## config.mk

```make
export PLATFORM = sky130hd
export DESIGN_NAME = apb_gpio_irq_flat
export DESIGN_NICKNAME = d
export VERILOG_FILES = /design/src/rtl/apb_gpio_pkg.sv /design/src/rtl/apb_gpio_irq_if.sv /design/src/rtl/gpio_sync_edge.sv /design/src/rtl/apb_gpio_irq.sv /design/src/flat_wrapper.sv
export SDC_FILE = /design/constraint.sdc
export NUM_CORES = 1
export LEC_CHECK = 0
export BUFFER_PORTS_ARGS = -buffer_cell sky130_fd_sc_hd__buf_4
export CAP_MARGIN = 20
export CORE_AREA = 2 2 88 90
export DETAILED_ROUTE_END_ITERATION = 6
export DIE_AREA = 0 0 90 92
export PLACE_DENSITY = 0.65
export SLEW_MARGIN = 20
export SYNTH_ARGS = -nofsm -noshare
export SYNTH_HDL_FRONTEND = slang
export SYNTH_SLANG_ARGS = --single-unit
```

## constraint.sdc

```tcl
create_clock -name PCLK -period 2.3 [get_ports PCLK]
set_clock_uncertainty 0.15 [all_clocks]
set_input_delay 0.345 -clock PCLK [delete_from_list [all_inputs] [get_ports PCLK]]
set_output_delay 0.345 -clock PCLK [all_outputs]
set_load 0.03 [all_outputs]
```

## src/rtl/apb_gpio_pkg.sv

```systemverilog
// Register offsets shared by the APB GPIO-with-interrupt slave and its users.
package apb_gpio_pkg;

  localparam int GPIO_NREGS = 8;

  localparam logic [2:0] GPIO_OUT      = 3'd0;
  localparam logic [2:0] GPIO_DIR      = 3'd1;
  localparam logic [2:0] GPIO_IN       = 3'd2;
  localparam logic [2:0] GPIO_IRQ_EN   = 3'd3;
  localparam logic [2:0] GPIO_IRQ_POL  = 3'd4;
  localparam logic [2:0] GPIO_IRQ_STAT = 3'd5;
  localparam logic [2:0] GPIO_OUT_SET  = 3'd6;
  localparam logic [2:0] GPIO_OUT_CLR  = 3'd7;

endpackage

```

## src/rtl/apb_gpio_irq_if.sv

```systemverilog
// APB bus bundle for the GPIO slave; the master side drives the request,
// the slave side returns data, ready and error.
interface apb_gpio_irq_if #(
  parameter int ADDR_W = 8,
  parameter int DATA_W = 8
);

  logic              PSEL;
  logic              PENABLE;
  logic [ADDR_W-1:0] PADDR;
  logic              PWRITE;
  logic [DATA_W-1:0] PWDATA;
  logic [DATA_W-1:0] PRDATA;
  logic              PREADY;
  logic              PSLVERR;

  modport master (
    output PSEL, PENABLE, PADDR, PWRITE, PWDATA,
    input  PRDATA, PREADY, PSLVERR
  );

  modport slave (
    input  PSEL, PENABLE, PADDR, PWRITE, PWDATA,
    output PRDATA, PREADY, PSLVERR
  );

endinterface

```

## src/rtl/gpio_sync_edge.sv

```systemverilog
// Input synchronizer chain plus a one-cycle delayed copy, giving per-pin
// rising and falling edge pulses on the synchronized value.
module gpio_sync_edge #(
  parameter int WIDTH       = 8,
  parameter int SYNC_STAGES = 2
) (
  input  logic             PCLK,
  input  logic             PRESETn,
  input  logic [WIDTH-1:0] gpio_i,
  output logic [WIDTH-1:0] sync,
  output logic [WIDTH-1:0] rise,
  output logic [WIDTH-1:0] fall
);

  logic [WIDTH-1:0] chain [SYNC_STAGES];
  logic [WIDTH-1:0] prev;

  // Shift pins through the synchronizer; prev always follows sync so a
  // polarity change in the top never creates a false edge.
  always_ff @(posedge PCLK) begin
    if (!PRESETn) begin
      for (int i = 0; i < SYNC_STAGES; i++) chain[i] <= '0;
      prev <= '0;
    end else begin
      chain[0] <= gpio_i;
      for (int i = 1; i < SYNC_STAGES; i++) chain[i] <= chain[i-1];
      prev <= chain[SYNC_STAGES-1];
    end
  end

  assign sync = chain[SYNC_STAGES-1];
  assign rise = sync & ~prev;
  assign fall = ~sync & prev;

endmodule

```

## src/rtl/apb_gpio_irq.sv

```systemverilog
// APB GPIO port with direction control, atomic set/clear, synchronized
// inputs and per-pin edge interrupts (sticky W1C status, one irq line).
module apb_gpio_irq
  import apb_gpio_pkg::*;
#(
  parameter int WIDTH       = 8,
  parameter int DATA_W      = 8,
  parameter int ADDR_W      = 8,
  parameter int SYNC_STAGES = 2
) (
  input  logic             PCLK,
  input  logic             PRESETn,
  apb_gpio_irq_if.slave    apb,
  input  logic [WIDTH-1:0] gpio_i,
  output logic [WIDTH-1:0] gpio_o,
  output logic [WIDTH-1:0] gpio_oe,
  output logic             irq
);

  logic [WIDTH-1:0] out_r, dir_r, irq_en, irq_pol, irq_stat;
  logic [WIDTH-1:0] sync, rise, fall, evt, w1c, wdata, rd_val;
  logic             setup, access, mapped, wr_en;
  logic [2:0]       idx;

  gpio_sync_edge #(
    .WIDTH       (WIDTH),
    .SYNC_STAGES (SYNC_STAGES)
  ) u_sync (
    .PCLK    (PCLK),
    .PRESETn (PRESETn),
    .gpio_i  (gpio_i),
    .sync    (sync),
    .rise    (rise),
    .fall    (fall)
  );

  assign setup   = apb.PSEL & ~apb.PENABLE;
  assign access  = apb.PSEL & apb.PENABLE;
  assign mapped  = (apb.PADDR < ADDR_W'(GPIO_NREGS));
  assign idx     = apb.PADDR[2:0];
  assign wr_en   = access & apb.PWRITE & mapped;
  assign wdata   = apb.PWDATA[WIDTH-1:0];
  assign w1c     = (wr_en && idx == GPIO_IRQ_STAT) ? wdata : '0;
  assign evt     = ((irq_pol & rise) | (~irq_pol & fall)) & ~dir_r;

  assign apb.PREADY = 1'b1;
  assign gpio_o     = out_r;
  assign gpio_oe    = dir_r;

  // Read mux; write-only and unmapped offsets read as zero.
  always_comb begin
    rd_val = '0;
    case (idx)
      GPIO_OUT:      rd_val = out_r;
      GPIO_DIR:      rd_val = dir_r;
      GPIO_IN:       rd_val = sync;
      GPIO_IRQ_EN:   rd_val = irq_en;
      GPIO_IRQ_POL:  rd_val = irq_pol;
      GPIO_IRQ_STAT: rd_val = irq_stat;
      default:       rd_val = '0;
    endcase
    if (!mapped) rd_val = '0;
  end

  // Read data and error are captured in SETUP and held through ACCESS.
  always_ff @(posedge PCLK) begin
    if (!PRESETn) begin
      apb.PRDATA  <= '0;
      apb.PSLVERR <= 1'b0;
    end else if (setup) begin
      apb.PRDATA  <= DATA_W'(rd_val);
      apb.PSLVERR <= ~mapped;
    end else if (!access) begin
      apb.PSLVERR <= 1'b0;
    end
  end

  // Control register writes commit on the edge that ends ACCESS.
  always_ff @(posedge PCLK) begin
    if (!PRESETn) begin
      out_r   <= '0;
      dir_r   <= '0;
      irq_en  <= '0;
      irq_pol <= '0;
    end else if (wr_en) begin
      case (idx)
        GPIO_OUT:     out_r   <= wdata;
        GPIO_DIR:     dir_r   <= wdata;
        GPIO_IRQ_EN:  irq_en  <= wdata;
        GPIO_IRQ_POL: irq_pol <= wdata;
        GPIO_OUT_SET: out_r   <= out_r | wdata;
        GPIO_OUT_CLR: out_r   <= out_r & ~wdata;
        default:      ;
      endcase
    end
  end

  // Sticky status: a new edge outranks a simultaneous clear; irq follows a cycle later.
  always_ff @(posedge PCLK) begin
    if (!PRESETn) begin
      irq_stat <= '0;
      irq      <= 1'b0;
    end else begin
      irq_stat <= (irq_stat & ~w1c) | evt;
      irq      <= |(irq_stat & irq_en);
    end
  end

endmodule

```

## src/flat_wrapper.sv

```systemverilog
// flat-port wrapper written by rule: the top's interface ports become plain ports
module apb_gpio_irq_flat import apb_gpio_pkg::*;
#(
  parameter int WIDTH       = 8,
  parameter int DATA_W      = 8,
  parameter int ADDR_W      = 8,
  parameter int SYNC_STAGES = 2
)
  (PCLK, PRESETn, gpio_i, gpio_o, gpio_oe, irq, apb_PSEL, apb_PENABLE, apb_PADDR, apb_PWRITE, apb_PWDATA, apb_PRDATA, apb_PREADY, apb_PSLVERR);
  apb_gpio_irq_if #(.ADDR_W(ADDR_W), .DATA_W(DATA_W)) apb_i ();
  input  logic PCLK;
  input  logic PRESETn;
  input  logic [WIDTH-1:0] gpio_i;
  output logic [WIDTH-1:0] gpio_o;
  output logic [WIDTH-1:0] gpio_oe;
  output logic irq;
  input wire logic [$bits(apb_i.PSEL)-1:0] apb_PSEL;
  input wire logic [$bits(apb_i.PENABLE)-1:0] apb_PENABLE;
  input wire logic [$bits(apb_i.PADDR)-1:0] apb_PADDR;
  input wire logic [$bits(apb_i.PWRITE)-1:0] apb_PWRITE;
  input wire logic [$bits(apb_i.PWDATA)-1:0] apb_PWDATA;
  output wire logic [$bits(apb_i.PRDATA)-1:0] apb_PRDATA;
  output wire logic [$bits(apb_i.PREADY)-1:0] apb_PREADY;
  output wire logic [$bits(apb_i.PSLVERR)-1:0] apb_PSLVERR;
  assign apb_i.PSEL = apb_PSEL;
  assign apb_i.PENABLE = apb_PENABLE;
  assign apb_i.PADDR = apb_PADDR;
  assign apb_i.PWRITE = apb_PWRITE;
  assign apb_i.PWDATA = apb_PWDATA;
  assign apb_PRDATA = apb_i.PRDATA;
  assign apb_PREADY = apb_i.PREADY;
  assign apb_PSLVERR = apb_i.PSLVERR;
  apb_gpio_irq #(.WIDTH(WIDTH), .DATA_W(DATA_W), .ADDR_W(ADDR_W), .SYNC_STAGES(SYNC_STAGES)) u_core (.PCLK(PCLK), .PRESETn(PRESETn), .apb(apb_i), .gpio_i(gpio_i), .gpio_o(gpio_o), .gpio_oe(gpio_oe), .irq(irq));
endmodule
```

Yosys cells after proc, flatten, opt, wreduce, memory -nomap -nowiden

Memory sizes are Yosys's and may differ from the RTL's.
Cells that the tools add are included.

Bits of input ports: 29
Word-level logic and storage cells: 62
Register bits: 58
Memories: 1
Output and inout bits: 27
Bits in writable memories: 16

Memory list:

| name                | depth | width | rd ports | clocked after Yosys merged registers in | wr ports | line                 | RTL |
|---|---|---|---|---|---|---|---|
| u_core.u_sync.chain | 2     | 8     | 2        | 0                                       | 2        | gpio_sync_edge.sv:15 | `logic [WIDTH-1:0] chain [SYNC_STAGES];` |

Muxes and demuxes: 10
Equality and inequality tests: 8
$lt $le $gt $ge: 1
Reductions and logical operators: 8
Bitwise gates (word level): 25

Operators with widths:

| kind                                                        | count |
|---|---|
| AND 8 bit                                                   | 8 |
| inverter 8 bit                                              | 6 |
| one-hot mux 8 bit (6 select lines)                          | 1 |
| two-way mux 8 bit                                           | 4 |
| OR 8 bit                                                    | 3 |
| one-hot mux 8 bit (3 select lines)                          | 1 |
| == test 3 bit (second input constant)                       | 4 |
| less-than comparator 8 x 4 -> 1 bit (second input constant) | 1 |
| AND reduction 2 bit                                         | 4 |
| OR reduction 8 bit                                          | 1 |
| == test 3 x 2 -> 1 bit (second input constant)              | 2 |
| AND 1 bit                                                   | 4 |
| two-way mux 1 bit                                           | 4 |
| == test 3 x 1 -> 1 bit (second input constant)              | 1 |
| zero test 3 bit                                             | 1 |
| nonzero test 3 bit                                          | 1 |
| != test 2 x 1 -> 1 bit (second input constant)              | 1 |
| inverter 1 bit                                              | 2 |
| OR 1 bit                                                    | 2 |
| logical AND 1 bit                                           | 1 |

Logic depth before layout (Yosys ltp)

Gate-level depths: netlist (run 1).

Depth after elaboration: 8
Mapped depth: 6
Gate-level depth less buffers: 4

Hierarchy

From an unflattened synthesis (run 1), not the netlist that was laid out.

Cells, all modules: 329
Area, all modules: 3278.1 um^2

Modules (own cells, without submodules):

| module         | seq. area each (um^2) | area each (um^2) | instances | cells an instance |
|---|---|---|---|---|
| apb_gpio_irq   | 1001.0                | 2453.6           | 1         | 255 |
| gpio_sync_edge | 480.5                 | 824.5            | 1         | 74 |

Worst setup path after synthesis (run 1)

No wires, ideal clock.

Kind: input-to-reg
From: in apb_PADDR[6]
To: reg u_core.dir_r[0], in the netlist u_core.gpio_oe[0]
Buffers on the path: 1
Library setup time: 0.072 ns
Arrival: 2.053 ns
Slack: 0.025 ns
Data required time: 2.078 ns
Cell stages on the path: 5
Path through: or4_4 or3_4 buf_6 nor4_4 mux2i_1

Word-level cells in the longest chain between the ends: 3

RTL lines:

| item                                | line               | RTL |
|---|---|---|
| start, declared                     | flat_wrapper.sv:19 | `input wire logic [$bits(apb_i.PADDR)-1:0] apb_PADDR;` |
| less-than comparator 8 x 4 -> 1 bit | apb_gpio_irq.sv:39 | `assign mapped = (apb.PADDR < ADDR_W'(GPIO_NREGS));` |
| AND 1 bit                           | apb_gpio_irq.sv:41 | `assign wr_en = access & apb.PWRITE & mapped;` |
| AND reduction 2 bit (no line)       | --                 |  |
| end signal, assigned                | apb_gpio_irq.sv:88 | `GPIO_DIR: dir_r <= wdata;` |
| end, declared                       | apb_gpio_irq.sv:20 | `logic [WIDTH-1:0] out_r, dir_r, irq_en, irq_pol, irq_stat;` |

Every way passes these cells.
A chain may end at the register's enable or synchronous reset.

Final worst setup path (run 1)

From: in apb_PADDR[6]
To: reg u_core.irq_en[4]

Word-level cells in the longest chain between the ends: 3

RTL lines:

| item                                | line               | RTL |
|---|---|---|
| less-than comparator 8 x 4 -> 1 bit | apb_gpio_irq.sv:39 |  |
| AND 1 bit                           | apb_gpio_irq.sv:41 |  |
| AND reduction 2 bit (no line)       | --                 |  |
| end signal, assigned                | apb_gpio_irq.sv:89 | `GPIO_IRQ_EN: irq_en <= wdata;` |
| end, declared                       | apb_gpio_irq.sv:20 |  |

Every way passes these cells.

==> results of run 1 <==
-- path summary, 6_finish.rpt --
kind / from / end / slack (ps) / cells after the start
hold / removal: gpio_i[7] / u_core.u_sync.chain[0][7] / 50 / 2
setup / recovery: apb_PADDR[6] / u_core.irq_en[4] / 200 / 7
hold reg to reg: u_core.u_sync.chain[0][6] / u_core.u_sync.chain[0][14] / 290 / 1
setup reg to reg: u_core.gpio_o[2] / u_core.apb.PRDATA[2] / 890 / 4
-- power breakdown --
part | total, mW | internal (mW) | switching (mW)
Clock | 1.09 | 0.610 | 0.479
Combinational | 0.186 | 0.0768 | 0.110
Sequential | 1.32 | 1.30 | 0.0127
-- registers in the layout, indices dropped and copies added (netlist names) --
signal               count
u_core.u_sync.prev       8
u_core.apb.PRDATA        8
u_core.gpio_o            8
u_core.gpio_oe           8
u_core.irq_pol           8
u_core.apb.PSLVERR       1
u_core.u_sync.chain     16
u_core.irq_en            8
u_core.irq               1
u_core.irq_stat          8
-- per-layer routing --
layer	vias to the layer above	part of all wire, %	GRT usage, %
met5	-	0	0
met3	11	8.4	5.094
met2	106	45	30.83
met1	1298	45	27.69
met4	0	1.5	10.51
li1	1334	-	-
-- placed cells by master (no fill, tap or decap), types with 2 or more instances in the layout --
master,count
o221ai_1,2
and3b_1,2
nor2b_1,2
nand2_1,62
mux4_2,2
bufinv_16,2
mux2i_1,32
nand3_1,10
inv_1,2
and2_1,25
a22o_1,2
clkinv_2,2
a22oi_1,6
buf_4,73
o21ai_0,19
a21o_1,8
nand3b_1,8
nor2_1,9
a32oi_1,2
o22ai_1,8
a32o_1,4
clkbuf_8,9
a21oi_1,27
mux2_2,4
clkbuf_1,2
dfxtp_1,74
-- logic make-up after synthesis --
logic type,after synthesis,share of synthesized area (%)
other cells,1,0.1191
buf+inv,26,3.537
mux,38,13.04
simple gates,126,20.59
flops,74,47.06
compound gates,80,15.66
-- area by class of cell --
| class | count | area [um2] |
|---|---|---|
| fillers | 695 | 3507 |
| well taps | 102 | 127.6 |
| clock inverters | 5 | 78.83 |
| inverters | 3 | 11.26 |
| repair buffers | 73 | 548.0 |
| multi-input cells | 245 | 1562 |
| clock buffers | 11 | 131.4 |
| flip-flops and latches | 74 | 1481 |
-- stage by stage --
| step | setup TNS (ps) | worst slack (ps) | cell area (um2) | hold WS [ps] |
|---|---|---|---|---|
| final | 0 | 195.3 | 3940 | 47.22 |
| after global placement | -2107 | -117.6 | 3730 | 265.0 |
| after CTS | 0 | 200.7 | 3940 | 33.01 |
| after detailed placement | -2670 | -146.0 | 3730 | 266.9 |
| after global routing | 0 | 59.87 | 3940 | 28.89 |
| after floorplan | 0 | 25.41 | 3148 | 261.9 |
==> summary.txt, run 1 <==
Yosys warnings -> 0
Worst-path clk slew -> 80 ps
Dpl cells -> 497
Global-route wire length before repair -> 13420 um
Site Rows -> 32
Largest net degree at the start of global routing -> 65
GRT Total Usage -> 20.62%
Crit path max fanout -> 19
Synth Net Count -> 374
Worst-Margin Slew -> 932.0 ps
Initial antenna violation count -> 0
Number of global-route vias before repair -> 2654
H-tree levels -> 3
Total chip power -> 2.592 mW
Worst-Skew Late Latency -> 350 ps
HPWL Detailed -> 5421 um
CTS resizes -> 0
TritonRoute pass-1 iters -> 4
Total count of hold-check failures in the final report -> 0
Antenna diode count -> 0
Die Span X -> 90 um
Critical Path Slowest Stage Cell -> or4_4
Ys async rst share -> 0%
Post-route DRC -> 0
Post-route minimum period -> 2105 ps
Synth cell count leaders -> dfxtp_1, nand2_1, mux2i_1, a21oi_1, and2_1
Via count -> 2749
Number of flops mapped to enable cells by yosys -> 0
Die Area -> 8280 um2
First DRT Iteration DRCs -> 203
Antenna Nets Post-Route -> 0
Synth top area cells -> dfxtp_1, mux2i_1, nand2_1
TritonCTS clock tree -> yes
Final Net Count -> 435
Slew Limit Fails -> 0
CP Buf/Inv Count -> 3
Core ar. -> 7447 um2
Cell area power density -> 657.7 nW/um2
Unrepaired setup endpoints after global routing -> false
Clock Tree Buf Depth -> 2
Post-CTS Setup Bufs -> 0
CP max stage delay -> 520 ps
CP Capture Type -> register
# IOs -> 56
# hold bufs at CTS -> 0
Req. time, crit path -> 2420 ps
CTS root buf -> clkbuf_8
Avg Inst Size Synth -> 9.125 um2
Crit Path Class -> primary input to register
Clock Sinks -> 74
HP Class -> primary input to register
Final Wtd Congestion -> 0.8054
Sequential fraction of the synthesis area -> 47.06%
Synth top area share -> 47.06%
Synth-to-Final Area Change -> 25.16%
CTS buffer count -> 9
Utilization after layout -> 52.91%
Most frequent cell after synthesis -> dfxtp_1
Port buffer count -> 54
Main synth FF type -> dfxtp_1
Distinct cells, synth -> 38
Fmax -> 475.1 MHz
Wire per inst -> 15.84 um
Via-to-Cell Ratio -> 5.359
Ratio of cells with drive above 1 in the final layout -> 24.09%
Outcome -> completed
Total Wirelength -> 8125 um
Final std cells w/o fill -> 513
Crit path top cell by count -> buf_4
Critical Path Start Type -> primary input
Cell taking the most area after synthesis -> dfxtp_1
Final period utilization -> 91.51%
Synthesized instance count -> 345
Setup-failing EPs final -> 0
Worst relative slew slack -> 37.86%
Max-cap violations -> 0
Delay-heaviest family, CP -> simple AND/OR/NAND/NOR gates
#FFs+latches synth -> 74
Grt total ovfl -> 0
Worst-path cell chain -> buf_4 > or4_4 > or3_4 > buf_4 > nor4b_2 > buf_4 > mux2i_1
Initial Utilization -> 42.27%
Arrival @ worst endpoint -> 2230 ps
VDD IR-drop max -> 0.2931 mV
Netlist Area Pre-Place -> 3148 um2
Leak Pwr -> 1.510 nW
DIE HEIGHT -> 92 um
(Power assumes the default switching activity.)
==> inputs of run 2 (changes only) <==
--- a/config.mk
+++ b/config.mk
@@ -7,9 +7,9 @@
 export LEC_CHECK = 0
 export BUFFER_PORTS_ARGS = -buffer_cell sky130_fd_sc_hd__buf_4
 export CAP_MARGIN = 20
-export CORE_AREA = 2 2 88 90
+export CORE_AREA = 2 2 63 125
 export DETAILED_ROUTE_END_ITERATION = 6
-export DIE_AREA = 0 0 90 92
+export DIE_AREA = 0 0 65 127
 export PLACE_DENSITY = 0.65
 export SLEW_MARGIN = 20
 export SYNTH_ARGS = -nofsm -noshare
==> summary.txt, run 2 (same netlist as run 1, synthesis figures left out) <==
CP max stage delay -> 530 ps
HPWL Detailed -> 5834 um
Via-to-Cell Ratio -> 5.484
Site Rows -> 44
Worst-Skew Late Latency -> 330 ps
Max-cap violations -> 0
TritonCTS clock tree -> yes
Final Net Count -> 432
Post-route DRC -> 0
Comb pwr share -> 6.5%
Grt total ovfl -> 0
CTS resizes -> 0
VDD IR-drop max -> 0.4742 mV
Dpl cells -> 484
Biggest register -> u_core.u_sync.chain
Final std cells w/o fill -> 500
Cell area power density -> 715.9 nW/um2
Core ar. -> 7212 um2
Setup WS pre-CTS -> -193.5 ps
Clock Sinks -> 74
P_sw -> 0.6275 mW
Crit Path Class -> primary input to register
Final Wtd Congestion -> 0.8319
Synth-to-Final Area Change -> 26.27%
CTS buffer count -> 9
Via count -> 2742
Clock Tree Buf Depth -> 2
Initial antenna violation count -> 0
Setup-failing EPs final -> 0
# hold bufs at CTS -> 0
Largest net degree at the start of global routing -> 41
Final period utilization -> 93.93%
Port buffer count -> 54
Final setup margin -> 139.7 ps
Critical Path Start Type -> primary input
DP Area -> 3695 um2
H-tree levels -> 3
Slew Limit Fails -> 0
Die Area -> 8255 um2
Sw Ratio -> 22.05%
Fmax -> 462.9 MHz
Leak Pwr -> 1.525 nW
Final instance area -> 3975 um2
CP Capture Type -> register
Most frequent cells in the layout -> dfxtp_1, buf_4, nand2_1, mux2i_1, a21oi_1
Post-route minimum period -> 2160 ps
GRT Total Usage -> 21.88%
Hold Worst Slack -> 64.48 ps
Total Wirelength -> 8431 um
# fillers -> 671
CTS root buf -> clkbuf_16
Crit path max fanout -> 19
Max FFs per register -> 16
Antenna Nets Post-Route -> 0
Post-CTS Setup Bufs -> 0
Worst-Margin Slew -> 838.3 ps
Clock share of power -> 47.1%
Number of global-route vias before repair -> 2796
Worst-path clk slew -> 60 ps
Worst relative slew slack -> 44.12%
Ratio of cells with drive above 1 in the final layout -> 23.04%
Req. time, crit path -> 2410 ps
Unrepaired setup endpoints after global routing -> false
Total chip power -> 2.846 mW
Int Power -> 2.218 mW
TritonRoute pass-1 iters -> 4
CP Buf/Inv Count -> 3
Power share of the sequential group -> 46.3%
Crit path top cell by count -> buf_4
Total count of hold-check failures in the final report -> 0
Global-route wire length before repair -> 13720 um
First DRT Iteration DRCs -> 164
R2R setup slack -> 930 ps
Wire per inst -> 16.86 um
Arrival @ worst endpoint -> 2270 ps
DIE HEIGHT -> 127 um
Commonest non-fill, non-tap cell in the layout -> dfxtp_1
Die Span X -> 65 um
Initial Utilization -> 43.65%
Critical Path Slowest Stage Cell -> or4_4
Worst-path cell chain -> buf_4 > or4_4 > or3_4 > buf_4 > nor4b_2 > buf_4 > mux2i_1
# IOs -> 56
HP Class -> primary input to register
Antenna diode count -> 0
Outcome -> completed
Delay-heaviest family, CP -> simple AND/OR/NAND/NOR gates
-- run 2: routing by layer --
metal,share of wire [%],wire (um),global-route usage (%),vias to the layer above
met5,0,0,0,-
met4,2.0,168,10.26,0
met3,5.6,471,4.930,13
li1,-,-,-,1327
met1,39,3313,25.34,1309
met2,53,4477,37.48,93
-- run 2: power by group through the flow --
| stage | sequential, mW | clock [mW] | combinational [mW] |
|---|---|---|---|
| 6_report | 1.32 | 1.34 | 0.186 |
| 2_1_floorplan | 1.34 | 0 | 0.101 |
| 3_3_place_gp | 1.35 | 0 | 0.182 |
| 4_1_cts | 1.32 | 1.36 | 0.186 |
| 5_1_grt | 1.32 | 1.43 | 0.202 |
| 3_5_place_dp | 1.35 | 0 | 0.185 |
-- run 2: worst paths after layout --
check | from | endpoint | cells past startpoint
hold reg to reg | u_core.u_sync.chain[0][4] | u_core.u_sync.chain[0][12] | 1
setup / recovery | apb_PADDR[6] | u_core.irq_en[2] | 7
setup reg to reg | u_core.gpio_o[2] | u_core.apb.PRDATA[2] | 4
hold / removal | gpio_i[5] | u_core.u_sync.chain[0][5] | 2
-- run 2: layout make-up --
cell class / count / area [um2] / area share (%)
clock buffer: 13 / 240.2 / 6.043
clock inverter: 3 / 40.04 / 1.007
inverter: 3 / 11.26 / 0.2833
multi-input combinational: 245 / 1562 / 39.28
sequential: 74 / 1481 / 37.27
tap: 92 / 115.1 / 2.896
timing repair buffer: 70 / 525.5 / 13.22
-- run 2: stage by stage --
step	util, %	setup TNS (ps)
after floorplan	-	0
after global placement	51.23	-2187
after detailed placement	51.23	-3178
after CTS	55.12	0
after global routing	55.12	0
final	55.12	0
